==> src/rtl/seven_segment_decoder.sv <==
// Recovers hex digits from a multiplexed, active-low seven-segment display bus.
// A digit is captured once its anode/segment pattern has been stable for STABLE_CYCLES samples.
module seven_segment_decoder #(
  parameter int STABLE_CYCLES = 4
) (
  input  logic        clk,
  input  logic        rst,
  input  logic [7:0]  pos,
  input  logic [7:0]  segments,
  input  logic        err_clr,
  output logic [31:0] digit,
  output logic [7:0]  dot,
  output logic [7:0]  digit_valid,
  output logic        frame_done,
  output logic        err
);

  localparam logic [3:0] STABLE = 4'(STABLE_CYCLES);

  logic [15:0] bus_in;
  logic [15:0] sample_p0;
  logic [3:0]  cnt_p0;
  logic        fire_p1;
  logic [7:0]  seen;

  logic [7:0]  lows;
  logic        cap_blanked;
  logic        cap_onehot;
  logic [2:0]  cap_idx;
  logic [6:0]  cap_ga;
  logic        cap_dp;
  logic        cap_blank;
  logic [4:0]  glyph;
  logic        err_evt;
  logic [7:0]  seen_next;

  // {valid, value}; valid = 0 for any pattern that is not one of the 16 hex glyphs
  function automatic logic [4:0] decode_glyph(input logic [6:0] ga);
    logic [4:0] r;
    case (ga)
      7'h3F: r = {1'b1, 4'h0};
      7'h06: r = {1'b1, 4'h1};
      7'h5B: r = {1'b1, 4'h2};
      7'h4F: r = {1'b1, 4'h3};
      7'h66: r = {1'b1, 4'h4};
      7'h6D: r = {1'b1, 4'h5};
      7'h7D: r = {1'b1, 4'h6};
      7'h07: r = {1'b1, 4'h7};
      7'h7F: r = {1'b1, 4'h8};
      7'h6F: r = {1'b1, 4'h9};
      7'h77: r = {1'b1, 4'hA};
      7'h7C: r = {1'b1, 4'hB};
      7'h39: r = {1'b1, 4'hC};
      7'h5E: r = {1'b1, 4'hD};
      7'h79: r = {1'b1, 4'hE};
      7'h71: r = {1'b1, 4'hF};
      default: r = 5'b0;
    endcase
    return r;
  endfunction

  assign bus_in = {pos, segments};

  always_comb begin
    lows        = ~sample_p0[15:8];
    cap_blanked = (lows == 8'h00);
    cap_onehot  = $onehot(lows);
    cap_idx     = 3'd0;
    for (int i = 0; i < 8; i++) begin
      if (lows[i]) cap_idx = 3'(i);
    end
    cap_ga    = ~sample_p0[6:0];
    cap_dp    = ~sample_p0[7];
    cap_blank = (cap_ga == 7'h00);
    glyph     = decode_glyph(cap_ga);
    err_evt   = fire_p1 && !cap_blanked &&
                (!cap_onehot || (!glyph[4] && !cap_blank));
    seen_next = seen | (8'h01 << cap_idx);
  end

  always_ff @(posedge clk) begin
    if (rst) begin
      sample_p0   <= 16'hFFFF;
      cnt_p0      <= 4'd0;
      fire_p1     <= 1'b0;
      seen        <= 8'h00;
      digit       <= 32'h0;
      dot         <= 8'h00;
      digit_valid <= 8'h00;
      frame_done  <= 1'b0;
      err         <= 1'b0;
    end else begin
      // Stage 0: sample the bus and track how long it has been unchanged
      sample_p0 <= bus_in;
      if (bus_in != sample_p0)
        cnt_p0 <= 4'd1;
      else if (cnt_p0 != STABLE)
        cnt_p0 <= cnt_p0 + 4'd1;
      fire_p1 <= (bus_in == sample_p0) && (cnt_p0 == STABLE - 4'd1);

      // Stage 1: act on the stable sample exactly once per stable period
      frame_done <= 1'b0;
      if (fire_p1 && cap_onehot) begin
        if (glyph[4]) begin
          digit[{cap_idx, 2'b00} +: 4] <= glyph[3:0];
          dot[cap_idx]                 <= cap_dp;
          digit_valid[cap_idx]         <= 1'b1;
        end else begin
          digit_valid[cap_idx] <= 1'b0;
          if (cap_blank) dot[cap_idx] <= cap_dp;
        end
        if (seen_next == 8'hFF) begin
          frame_done <= 1'b1;
          seen       <= 8'h00;
        end else begin
          seen <= seen_next;
        end
      end

      if (err_evt)
        err <= 1'b1;
      else if (err_clr)
        err <= 1'b0;
    end
  end

endmodule

==> config.mk <==
export PLATFORM = sky130hd
export DESIGN_NAME = seven_segment_decoder
export DESIGN_NICKNAME = d
export VERILOG_FILES = /design/src/rtl/seven_segment_decoder.sv
export SDC_FILE = /design/constraint.sdc
export NUM_CORES = 1
export LEC_CHECK = 0
export BUFFER_PORTS_ARGS = -buffer_cell sky130_fd_sc_hd__buf_2
export CAP_MARGIN = 20
export CORE_ASPECT_RATIO = 0.75
export CORE_MARGIN = 10
export CORE_UTILIZATION = 40
export DETAILED_ROUTE_END_ITERATION = 12
export GPL_TIMING_DRIVEN = 0
export PLACE_DENSITY_LB_ADDON = 0.12
export SYNTH_ARGS = -nofsm -noshare
export SYNTH_HDL_FRONTEND = slang
export SYNTH_SLANG_ARGS = --single-unit
==> constraint.sdc <==
create_clock -name clk -period 3.7 [get_ports clk]
set_input_delay 0.185 -clock clk [delete_from_list [all_inputs] [get_ports clk]]
set_output_delay 0.185 -clock clk [all_outputs]
set_load 0.03 [all_outputs]
==> impl_metrics.csv <==
group,metric,value,unit
logic_synthesis,netlist_instances,424,
cts,htreeDepth,3,
logic_synthesis,ys_async_sr_fraction,0,
timing,tightest_slew,639,ps
setup_path,crit_chain,"fa_1 > inv_1 > fa_1 > fa_1 > ha_2 > inv_2 > fa_2 > a211oi_4 > mux2i_4 > nor2_4 > buf_12 > o2111ai_4 > mux2i_1",
final_layout,fin_nets,551,
floorplanning,core.rowCount,32,
logic_synthesis,synth.top_cells.by_area,"dfxtp_1 38%, mux2i_1 10%, nand2b_1 7.1%",
final_layout,num_antenna_cells,0,
setup_path,crit_path_end_kind,"flip-flop",
timing,clock_skew,9.48,ps
pwr,p_leak,2.34,nW
logic_synthesis,yosys.cell_types.count,63,
logic_synthesis,ys_ff_latch,79,
pwr,share_seq_of_total_power,0.419,
timing,fin_crit,3760,ps
global_routing,grt_pass1_wl,18500,µm
job,cap_violations,0,
timing,clock.fmax,0.266,GHz
detailed_routing,vias,3478,
logic_synthesis,synth_top_flop_cell,"dfxtp_1",
pwr,pwr-share-comb,0.142,
detailed_routing,ant_nets,0,
timing,finalCritPeriodShare,1.02,
global_routing,track_usage,0.151,
logic_synthesis,muxShareOfSynthArea,0.103,
timing,setup_ws,-63.6,ps
setup_path,worstPathArrival,3990,ps
floorplanning,die_w,139,µm
pwr,switching_share,0.270,
cts,cts_sinks,79,
timing,hold_slack,60.2,ps
timing,rsz0062_at_grt,"true",
setup_path,reg2reg_slack,-60,ps
final_layout,area_growth,27.4,%
setup_path,crit_path_start_kind,"flip-flop",
setup_path,cpMaxStageDelayCell,"fa_1",
floorplanning,die_area,15100,µm²
placed_design,placed_cells,628,
logic_synthesis,synth_xor_area_frac,0.0374,
final_layout,design_area,5370,µm²
placed_design,portBuffers,68,
cts,path_clk_slew,70,ps
status,status,"finished, violations left",
detailed_routing,drc,0,
logic_synthesis,synth_area,4220,µm²
detailed_routing,wl_per_cell,17.6,µm
setup_path,cpPeakStageDelay,530,ps
logic_synthesis,synth_compound_area_frac,0.150,
pwr,power.switching,0.000564,W
pwr,power.share.clock,0.439,
placed_design,place_ws,-407,ps
placed_design,placed_area,4750,µm²
logic_synthesis,synth_top_family_by_area,"simple AND/OR/NAND/NOR gates",
logic_synthesis,synth-simple-area-share,0.238,
floorplanning,design.core.area,10300,µm²
floorplanning,start_util,0.410,
logic_synthesis,syn_avg_cell_area,9.94,µm²
timing,slew_headroom,0.573,
placed_design,hpwlAfterDp,8420,µm
global_routing,overflow,0,
cts,insertion_delay,340,ps
setup_path,path_max_fanout,5,
hold_path,hold_class,"in -> reg",
global_routing,antenna_found_initial,0,
logic_synthesis,yosys_warnings,0,
logic_synthesis,yosys.area.top_type,"dfxtp_1",
timing,hold_violations,0,
setup_path,crit_type,"reg -> reg",
final_layout,drive_gt1_frac,0.330,
setup_path,critPathMostFrequentCell,"fa_1",
floorplanning,die_y,109,µm
cts,cts-buffers-inserted,9,
pwr,ir_drop,0.209,mV
logic_synthesis,yosysTopAreaCellShare,0.375,
pwr,power_density,388,nW/µm²
cts,cts_tree,"built",
timing,slew_violations,0,
detailed_routing,vias_per_cell,5.29,
pwr,p_int,0.00152,W
floorplanning,ios,69,
logic_synthesis,synth-seq-area-share,0.375,
timing,setup_viol,39,
detailed_routing,totalWireLength,11500,µm
detailed_routing,drt_iter0_markers,223,
cts,cts_max_path_buffers,2,
timing,tns,-1230,ps
logic_synthesis,synth_edf_count,0,
final_layout,layout_common_cells,"79 x buf_2, 76 x dfxtp_1, 48 x nand2b_1",
global_routing,grt_pass1_vias,3442,
placed_design,gp_congestion,0.832,
global_routing,grt_start_max_net_pins,15,
final_layout,final_cells,657,
cts,cts-root-buf,"clkbuf_16",
detailed_routing,dr.pass1.iters,5,
final_layout,final_common_cell,"buf_2",
logic_synthesis,synth_fp_nets,459,
status,violations,"negative setup slack",
logic_synthesis,synthAdderAreaFrac,0.0546,
setup_path,cp_data_required_time,3920,ps
metal layers:
layer  global-route usage  up-vias  wire [µm]
met2                0.222       92       4880
met5                    0        -          0
met4               0.0541        0        207
met3               0.0430       16        605
met1                0.207     1677       5840
li1                     -     1693          -
synth_stat cells (3+ instances only):
cell	count
a211oi_1	9
a21oi_1	9
a31oi_1	4
and2_1	4
and3_1	7
buf_2	11
clkbuf_1	8
dfxtp_1	79
fa_1	4
ha_1	12
inv_1	17
mux2i_1	42
nand2_1	9
nand2b_1	48
nand3_1	8
nand4_1	7
nor2_1	18
nor2b_1	6
nor3_1	7
nor3b_1	5
nor4_1	7
o2111ai_1	3
o2111ai_4	7
o21a_1	5
o21ai_0	3
o21ai_1	6
o22ai_1	3
or2_2	17
xnor2_1	18
power by group through the flow:
| stage | Combinational [W] | Sequential [W] | Clock (W) |
|---|---|---|---|
| after floorplan | 0.000182 | 0.000888 | 0 |
| after global placement | 0.000237 | 0.000892 | 0 |
| after detailed placement | 0.000239 | 0.000893 | 0 |
| after CTS | 0.000280 | 0.000874 | 0.000938 |
| after global routing | 0.000323 | 0.000875 | 0.000970 |
| final | 0.000295 | 0.000874 | 0.000916 |
critical path, delay by kind of cell, from the launching register on:
kind	cells	cell delay, ps
adder cells (fa/ha/maj)	5	2040
AND/OR/NAND/NOR	1	230
AO/OA/AOI/OAI	2	430
flip-flops	1	350
multiplexers	2	360
buffers and inverters	3	240
final timing paths:
path / to / from / cells after the start
max: digit[27] / sample_p0[8] / 13
min: sample_p0[5] / segments[5] / 2
max reg2reg: digit[27] / sample_p0[8] / 13
min reg2reg: seen[2] / seen[2] / 1
per-stage QoR:
| stage | power, W | util |
|---|---|---|
| after floorplan | 0.00107 | - |
| after global placement | 0.00113 | 0.461 |
| after detailed placement | 0.00113 | 0.461 |
| after CTS | 0.00209 | 0.514 |
| after global routing | 0.00217 | 0.522 |
| final | 0.00209 | 0.522 |
what timing repair did:
| action | CTS | global route |
|---|---|---|
| gates cloned | 3 | 0 |
| buffers inserted | 9 | 1 |
| endpoints found under the setup margin | 57 | 58 |
| pin swaps | 4 | 12 |
| gates resized for setup | 21 | 12 |
| hold buffers | 0 | 0 |
layout make-up:
type / instances / area [µm²]
fill: 916 / 4920
multi-input combinational: 306 / 2670
sequential: 79 / 1590
timing repair buffer: 79 / 457
clock buffer: 10 / 239
tap: 136 / 170
buffer: 23 / 114
clock inverter: 6 / 68.8
inverter: 18 / 67.6
cell families after synthesis:
| family | Yosys count |
|---|---|
| AOI/OAI and AO/OA | 67 |
| adders and majority gates | 16 |
| muxes | 43 |
| xor gates and xnor gates | 18 |
| DFF | 79 |
| buffers and inverters | 41 |
| and+or+nand+nor | 160 |
No activity file was read; power rests on OpenSTA's default activity.
